==> src/rtl/arb3s.sv <==
// -----------------------------------------------------------------------------
// arb3s -- three-source round-robin arbiter that steers a mux3s select.
//
// The arbiter grants one of three requesters at a time and holds that grant
// until the downstream consumer accepts it (valid_o & ready_i) or until the
// granted source withdraws its request. A 2-bit pointer remembers the
// last-served source. Priority always starts at the source after it, so
// continuous requesters are served strictly in turn.
//
// Every output comes straight from a flop. The next-state logic works out the
// next winner, and the output decode turns that winner into the next
// grant/select values. Both are registered on the same edge, so no path runs
// from any input to any output.
//
// Ports
//   VDD, GND  in   1  power pins (only with PWR_PINS), no logic use
//   clk_i     in   1  clock, all state on rising edge
//   rst_i     in   1  asynchronous active-high reset
//   req_i     in   3  per-source request, bit k = source k
//   ready_i   in   1  consumer accepts the current mux output
//   valid_o   out  1  a granted source is on the mux output
//   gnt_o     out  3  one-hot grant, zero when valid_o = 0
//   s_o       out  2  mux3s select: src0 -> 10, src1 -> 11, src2 -> 00
// -----------------------------------------------------------------------------
module arb3s (
`ifdef PWR_PINS
   input  logic       VDD,
   input  logic       GND,
`endif
   input  logic       clk_i,
   input  logic       rst_i,
   input  logic [2:0] req_i,
   input  logic       ready_i,
   output logic       valid_o,
   output logic [2:0] gnt_o,
   output logic [1:0] s_o
);

   typedef enum logic {
      IDLE  = 1'b0,
      GRANT = 1'b1
   } state_t;

   // Select code that parks the mux on source 0; also the reset value.
   localparam logic [1:0] SEL_SRC0 = 2'b10;
   localparam logic [1:0] SEL_SRC1 = 2'b11;
   localparam logic [1:0] SEL_SRC2 = 2'b00;

   // Pointer value that makes source 0 the highest priority.
   localparam logic [1:0] PTR_RESET = 2'd2;

   state_t     state;
   state_t     state_nxt;
   logic [1:0] win;
   logic [1:0] win_nxt;
   logic [1:0] ptr;
   logic [1:0] ptr_nxt;
   logic       valid;
   logic       valid_nxt;
   logic [2:0] gnt;
   logic [2:0] gnt_nxt;
   logic [1:0] s;
   logic [1:0] s_nxt;
   logic       win_req;

   // One-hot vector for a source index. Index 3 never occurs, so it decodes
   // to "no source".
   function automatic logic [2:0] onehot3(input logic [1:0] idx);
      logic [2:0] oh;
      case (idx)
         2'd0:    oh = 3'b001;
         2'd1:    oh = 3'b010;
         2'd2:    oh = 3'b100;
         default: oh = 3'b000;
      endcase
      return oh;
   endfunction

   // Select code for a source index. Code 01 is left out on purpose: an
   // out-of-range index maps to the source 2 code rather than to 01.
   function automatic logic [1:0] sel_code(input logic [1:0] idx);
      logic [1:0] code;
      case (idx)
         2'd0:    code = SEL_SRC0;
         2'd1:    code = SEL_SRC1;
         default: code = SEL_SRC2;
      endcase
      return code;
   endfunction

   // Highest-priority requester when the last-served source is 'last'.
   // The search order is last+1, last+2, last+3 (mod 3). The last-served
   // source therefore comes last, which also lets it be re-granted when it is
   // the only one asking. Callers only use the result when |req is true.
   function automatic logic [1:0] rr_pick(input logic [2:0] req,
                                          input logic [1:0] last);
      logic [1:0] c1;
      logic [1:0] c2;
      logic [1:0] c3;
      logic [1:0] pick;
      case (last)
         2'd0: begin
            c1 = 2'd1;
            c2 = 2'd2;
            c3 = 2'd0;
         end
         2'd1: begin
            c1 = 2'd2;
            c2 = 2'd0;
            c3 = 2'd1;
         end
         default: begin
            c1 = 2'd0;
            c2 = 2'd1;
            c3 = 2'd2;
         end
      endcase
      if (|(req & onehot3(c1))) begin
         pick = c1;
      end else if (|(req & onehot3(c2))) begin
         pick = c2;
      end else begin
         pick = c3;
      end
      return pick;
   endfunction

   // Current winner still holding its request.
   assign win_req = |(req_i & onehot3(win));

   // State, winner, pointer and registered outputs; reset parks on source 0.
   always_ff @(posedge clk_i or posedge rst_i) begin
      if (rst_i) begin
         state <= IDLE;
         win   <= 2'd0;
         ptr   <= PTR_RESET;
         valid <= 1'b0;
         gnt   <= 3'b000;
         s     <= SEL_SRC0;
      end else begin
         state <= state_nxt;
         win   <= win_nxt;
         ptr   <= ptr_nxt;
         valid <= valid_nxt;
         gnt   <= gnt_nxt;
         s     <= s_nxt;
      end
   end

   // Next state, next winner and pointer update.
   always_comb begin
      state_nxt = state;
      win_nxt   = win;
      ptr_nxt   = ptr;
      case (state)
         IDLE: begin
            if (req_i != 3'b000) begin
               state_nxt = GRANT;
               win_nxt   = rr_pick(req_i, ptr);
            end else begin
               state_nxt = IDLE;
            end
         end
         GRANT: begin
            if (ready_i) begin
               // Handshake: the winner becomes the last-served source, and
               // the next winner is picked against that updated pointer in
               // the same cycle, so back-to-back grants have no bubble.
               ptr_nxt = win;
               if (req_i != 3'b000) begin
                  state_nxt = GRANT;
                  win_nxt   = rr_pick(req_i, win);
               end else begin
                  state_nxt = IDLE;
               end
            end else if (win_req) begin
               state_nxt = GRANT;
            end else begin
               // The request was withdrawn without a transfer, so the
               // pointer is not advanced.
               state_nxt = IDLE;
            end
         end
         default: begin
            state_nxt = IDLE;
         end
      endcase
   end

   // Output decode of the next state, registered on the same edge.
   always_comb begin
      valid_nxt = 1'b0;
      gnt_nxt   = 3'b000;
      s_nxt     = s;
      if (state_nxt == GRANT) begin
         valid_nxt = 1'b1;
         gnt_nxt   = onehot3(win_nxt);
         s_nxt     = sel_code(win_nxt);
      end else begin
         // The select holds its last value while idle.
         valid_nxt = 1'b0;
         gnt_nxt   = 3'b000;
         s_nxt     = s;
      end
   end

   assign valid_o = valid;
   assign gnt_o   = gnt;
   assign s_o     = s;

   arb3s_chk u_chk (
      .clk   (clk_i),
      .rst   (rst_i),
      .valid (valid),
      .gnt   (gnt),
      .s     (s)
   );

endmodule

// -----------------------------------------------------------------------------
// arb3s_chk -- output invariants of arb3s.
//
// Ports
//   clk, rst  in  clock and reset of the arbiter
//   valid     in  registered valid
//   gnt       in  registered one-hot grant
//   s         in  registered mux select
// -----------------------------------------------------------------------------
module arb3s_chk (
   input logic       clk,
   input logic       rst,
   input logic       valid,
   input logic [2:0] gnt,
   input logic [1:0] s
);

   // Select code 01 has no source behind it.
   a_no_sel_01: assert property (@(posedge clk) disable iff (rst)
      s != 2'b01);

   // A valid output carries exactly one grant.
   a_gnt_onehot: assert property (@(posedge clk) disable iff (rst)
      valid |-> $onehot(gnt));

   // An idle output carries no grant.
   a_gnt_idle: assert property (@(posedge clk) disable iff (rst)
      !valid |-> (gnt == 3'b000));

endmodule

==> config.mk <==
export PLATFORM = sky130hd
export DESIGN_NAME = arb3s
export DESIGN_NICKNAME = d
export VERILOG_FILES = /design/src/rtl/arb3s.sv
export SDC_FILE = /design/constraint.sdc
export NUM_CORES = 1
export LEC_CHECK = 0
export ABC_CLOCK_PERIOD_IN_PS = 1950
export CAP_MARGIN = 20
export CORE_AREA = 2 2 39 41
export CTS_BUF_LIST = sky130_fd_sc_hd__clkbuf_4
export DETAILED_ROUTE_END_ITERATION = 10
export DIE_AREA = 0 0 41 43
export PLACE_DENSITY = 0.73
export SKIP_LAST_GASP = 1
export SLEW_MARGIN = 10
export SYNTH_ARGS = -nofsm -noshare
export SYNTH_HDL_FRONTEND = slang
export SYNTH_SLANG_ARGS = --single-unit
export TNS_END_PERCENT = 30
==> constraint.sdc <==
create_clock -name clk_i -period 1.95 [get_ports clk_i]
set_input_delay 0.195 -clock clk_i [delete_from_list [all_inputs] [get_ports clk_i]]
set_output_delay 0.195 -clock clk_i [all_outputs]
set_load 0.1 [all_outputs]
==> metrics.txt <==
CP Launch Type=register; DIE AREA=between 1500 and 2000 um^2; type of destination of the critical path=register; r2r worst-path depth=5; Total Wirelength=988 um; top-level port count=12; final hold vios=0; first-pass GRT wire length=1590 um; shortest period the worst path allows=1520 ps; post-detail-place hpwl=about 760 um; post-CTS setup-driven buffer insertion count=0; synthesized net count=between 50 and 60; max-slew violations=0; global placement routability congestion=0.709; Post-Syn Area=roughly 520 um^2; antenna violations before repair=0; worst hold-check slack=195 ps; reported max-cap violation count=0; Iteration-0 DRC Markers=7; final antenna diode count=0; clock network latency to the later pin of the worst-skew pair=approximately 260 ps; Initial Utilization=a little under two fifths; RSZ-0062 raised after global routing=no; worst reg2reg endpoint=s_o[0]$_DFFE_PP0P_; arrival time reported for the critical path endpoint=1660 ps; Finish-stage setup viols=0; RR Startpoint=win[0]$_DFF_PP0_; final setup TNS=0 ps; sequence of cells on the critical path=nand2b_1 > a31oi_1 > nand2_2 > inv_2 > mux2_4; average wire per cell in the routed design=~13 um; slowest stage delay, CP=between 400 and 500 ps; number of standard cells in the layout, taps in and fillers out=slightly below 80; clk root buf=clkbuf_4; synthesized instance count=48; Mean Syn Cell Area=10.8 um^2; Die Ht=between 40 and 50 um; number of cell rows=14; post-layout net count=70; post-cts sizing count=0; floorplan die width=a little over 40 um; number of vias after detailed routing=408; Via density=5.16; number of global-route vias before repair=392; Finished Core Util=47.9%; total clock buffers created by CTS=3; remaining design rule violation count=0; most common library cell in the layout ignoring fill and taps=dfrtp_1; worst slew margin relative to its limit=73.3%; fraction of final layout cells sized beyond drive strength 1=34.9%; fraction of the cycle the final worst path needs=between 70 and 80%; sequential-to-total area share from yosys stat=48.9%; All-Layer GR Usage=between 10% and 20%; final clock skew=4.57 ps; fill cell total of the finished layout=145; buffers added on ports=11; maximum number of pins on one net before global-route repair=11; Worst Max-Slew Pin Slew=400 ps; yosys warns=0; number of routed nets with antenna violations=0; H-tree Lvls=1; Placed Cells incl. Taps=75; Layout area overhead=28.3%; DR pass1 iterations=4; post-cts hold buffer count=0; commonest cells after routing, fill and taps aside=dfrtp_1, buf_4, clkdlybuf4s50_1; TritonCTS clock tree=built; count of clock tree sinks=10; placeable core region=1380 um^2; CP max FO=8; category of the critical setup timing path=register to register; Clk pin slew, worst setup/hold paths=60 ps; register bit count reported by yosys=10; total grt overflow=0; count of cell types in the netlist=26; slowest cell on the critical path=dfrtp_1; status=finished, final reports clean; data required time at the worst endpoint=2100 ps; Reg2Reg Setup Slack=430 ps; max frequency=659 MHz; worst hold path type=input pin to async pin; Max Buffers Root-to-Sink=2
sequential cells by signal, summed over array words and instances, names as in the netlist:
signal / flops
ptr: 2
s_o: 2
state: 1
gnt_o: 3
win: 2
how the worst max path moves through the flow:
stage                                start                  to  slack [ps]  cells past startpoint
after floorplan            state$_DFF_PP0_  s_o[0]$_DFFE_PP0P_         310                      5
after global placement             ready_i  s_o[0]$_DFFE_PP0P_         220                      6
after CTS                 win[0]$_DFF_PP0_  s_o[0]$_DFFE_PP0P_         440                      5
after global routing      win[0]$_DFF_PP0_  s_o[0]$_DFFE_PP0P_         370                      5
final                     win[0]$_DFF_PP0_  s_o[0]$_DFFE_PP0P_         430                      5
after detailed placement          req_i[2]  s_o[0]$_DFFE_PP0P_         180                      6
kinds of logic after synthesis:
logic type	Yosys count	share of synthesized area (%)
flops	10	48.9
buf+inv	4	2.90
compound gates	16	22.5
mux	3	7.02
simple gates	15	18.6
critical path: cells and delay by family, from the launching register on:
kind            cells  cell delay [ps]
flops               1              460
buf+inv             1              100
mux                 1              290
simple gates        2              290
compound gates      1              270
per-layer routing:
metal	part of all wire, %	vias up	track usage, %
li1	-	207	-
met3	3.7	0	4.71
met1	45	195	16.0
met4	0	0	10.0
met5	0	-	0
met2	51	6	20.9
layout make-up:
| cell class | count | area (um^2) | share of cell area [%] |
|---|---|---|---|
| Clock buffer | 4 | 30.0 | 4.53 |
| Inverter | 4 | 15.0 | 2.26 |
| Multi-Input combinational cell | 34 | 249 | 37.5 |
| Sequential cell | 10 | 254 | 38.3 |
| Tap cell | 16 | 20.0 | 3.02 |
| Timing Repair Buffer | 11 | 95.1 | 14.3 |
synth_stat cells:
cell type | number | area share, %
dfrtp_1 | 8 | 39
a21oi_1 | 3 | 2.9
inv_1 | 3 | 2.2
nor2_1 | 3 | 2.2
a21o_1 | 2 | 2.9
a31oi_1 | 2 | 2.4
dfstp_2 | 2 | 10
nand2_1 | 2 | 1.5
nand2b_1 | 2 | 2.4
nor2b_4 | 2 | 5.3
nor3_1 | 2 | 1.9
o21ai_0 | 2 | 1.9
o22a_1 | 2 | 3.4
a211oi_1 | 1 | 1.5
and2_2 | 1 | 1.5
and3_2 | 1 | 1.5
inv_2 | 1 | 0.73
mux2_2 | 1 | 2.2
mux2_4 | 1 | 2.9
mux2i_1 | 1 | 1.9
nand2_2 | 1 | 1.2
nor2b_1 | 1 | 1.2
o2111ai_1 | 1 | 1.7
o211ai_1 | 1 | 1.5
o22ai_1 | 1 | 1.2
o311ai_2 | 1 | 3.1
per-stage QoR:
step | instance area (um^2) | setup WS [ps]
2_1_floorplan | 518 | 313
3_3_place_gp | 633 | 218
3_5_place_dp | 633 | 181
4_1_cts | 663 | 436
5_1_grt | 663 | 368
6_report | 663 | 433
Power is left out: the tool's default activity adds up to more than one toggle a clock period on the data nets, which glitch-free logic cannot reach.
==> patch: new RTL, config.mk and constraints unchanged <==
Make the reset (`rst_i`) synchronous in one clocked block. Comments in the files are not updated.
--- a/src/rtl/arb3s.sv
+++ b/src/rtl/arb3s.sv
@@ -129,7 +129,7 @@
    assign win_req = |(req_i & onehot3(win));
 
    // State, winner, pointer and registered outputs; reset parks on source 0.
-   always_ff @(posedge clk_i or posedge rst_i) begin
+   always_ff @(posedge clk_i) begin
       if (rst_i) begin
          state <= IDLE;
          win   <= 2'd0;
Function: differs if rst_i is asserted again (counterexample within 4 cycles, from zero or initial values and one cycle with rst_i high); with rst_i held inactive, the same outputs for 10 cycles.
==> patch against the original RTL <==
Routed wire length is 14% higher. Via count is 23% higher. Sequential cell count unchanged. Largest cell class is now multi-input combinational cells. Cell area grew 0.75%. Final cell count up 13%. Count of clock-buffer cells in the layout shrank 1. Sequential share of layout area is 8.2 points lower. Critical endpoint is now gnt_o[0]$_SDFF_PP0_. Worst setup slack worse by 0.015 ns. Synthesized area increased by 1.9%.
==> patch: results (changes against the original RTL) <==
| Metric | Value |
|---|---|
| Sequential power | `0.000242 W` |
| Iteration-0 DRC Markers | `13 (+6)` |
| CP startpoint | `req_i[1]` |
| Max incr delay on CP | `0.59 ns (+0.13 ns)` |
| Met1 Track Usage GR | `19.9% (+3.9 points)` |
| DP Worst Slack | `0.161 ns (-0.0200 ns)` |
| Drt pass-1 iters | `4 (unchanged)` |
| List of most frequent post-synthesis cells | `dfxtp_1 (10), inv_1 (4), nand2_1 (4)` |
| Vias in the first global route | `434 (+11%)` |
| Worst R2R Start | `win[1]$_SDFF_PP0_` |
| Worst clock skew | `0.00154 ns (-0.00302 ns)` |
| Critical path destination | `gnt_o[0]$_SDFF_PP0_` |
| CP arrival | `1.69 ns (+0.03 ns)` |
| Hpwl dp | `888 um (+16%)` |
| Global Route met3 Usage | `3.14% (-1.6 points)` |
| Clock power frac | `23.6%` |
| Synth top area cells | `dfxtp_1 (38%), and3b_1 (3.3%), o311ai_2 (3.1%)` |
| Main flop type after synthesis | `dfxtp_1` |
| Reg2reg end | `s_o[1]$_SDFFE_PP1N_` |
| Slowest CP cell | `clkdlybuf4s50_1` |
| FF-to-FF setup slack | `0.46 ns (+0.03 ns)` |
| Power, Total | `0.000568 W` |
| Worst Max-Slew Pin Slew | `0.408 ns (+0.00778 ns)` |
| Average routed wire per standard cell | `12.7 um (+1.3%)` |
| Status | `finished, final reports clean` |
| Register area share after synthesis | `38.0% (-11 points)` |
| First-pass GRT wire length | `1.83 mm (+15%)` |
| Layout Nets | `81 (+16%)` |
| Reg2Reg Depth | `4 (-1)` |
| Final Wtd Congestion | `0.779 (+9.9%)` |
| Layout cells sized above 1 | `20.5% (-14 points)` |
| Vias | `503 (+23%)` |
| Top Family by Delay on Critical Path | `buffers and inverters` |
| Gr usage total | `15.5% (+1.4 points)` |
| Cell variety after synth | `34 (+31%)` |
| Post-synth ARST share | `0% (-100 points)` |
| Clk_lat worst skew | `0.26 ns (about the same)` |
| Fill cells | `144 (-0.69%)` |
| Max reg flops | `3 (unchanged)` |
| HP Class | `reg2reg` |
| GR met2 Demand/Resource | `21.6% (+0.63 points)` |
| Synth top area share | `38.0% (-0.74 points)` |
| Post-Syn Nets | `65 (+20%)` |
| Fin crit share | `78.5% (+0.75 points)` |
-- patch: worst min path at each step --
stage | start | endpoint | slack, ns | depth (start not counted)
finish | ptr[0]$_SDFFE_PP0P_ | ptr[0]$_SDFFE_PP0P_ | 0.50 | 2
global route | ptr[1]$_SDFFE_PP1P_ | ptr[1]$_SDFFE_PP1P_ | 0.53 | 2
CTS | ptr[0]$_SDFFE_PP0P_ | ptr[0]$_SDFFE_PP0P_ | 0.50 | 2
detailed placement | ptr[0]$_SDFFE_PP0P_ | ptr[0]$_SDFFE_PP0P_ | 0.49 | 2
global placement | ptr[0]$_SDFFE_PP0P_ | ptr[0]$_SDFFE_PP0P_ | 0.48 | 2
floorplan | rst_i | ptr[0]$_SDFFE_PP0P_ | 0.26 | 1
-- patch: metal layers --
layer  share of wire, %  routed length [um]
met1                 47                 527
met3                3.5                  40
met2                 46                 515
met5                  0                   0
met4                3.9                  44
-- patch: kinds of logic (layout without fill, tap and decap cells) --
logic type | Yosys count | in the layout | share of synthesized area [%]
AOI/OAI and AO/OA | 19 | 19 | 29.5
buffers and inverters | 6 | 20 | 5.22
DFF | 10 | 10 | 38.0
muxes | 1 | 1 | 1.90
and+or+nand+nor | 23 | 23 | 25.4
-- patch: metrics by stage --
step	hold WS [ns]	instance area [sq um]	cells	utilization (%)
after CTS	0.504	668	89	48.3
final	0.502	668	89	48.3
after floorplan	0.264	528	59	-
after global placement	0.479	646	86	46.7
after detailed placement	0.494	646	86	46.7
after global routing	0.532	668	89	48.3
-- patch: cell type report --
class | instances | area (sq um) | share of cell area (%)
repair buffers | 13 | 110 | 16.5
well taps | 16 | 20.0 | 3.00
clock buffers | 3 | 22.5 | 3.37
inverters | 4 | 15.0 | 2.25
flip-flops and latches | 10 | 201 | 30.1
multi-input cells | 43 | 299 | 44.8
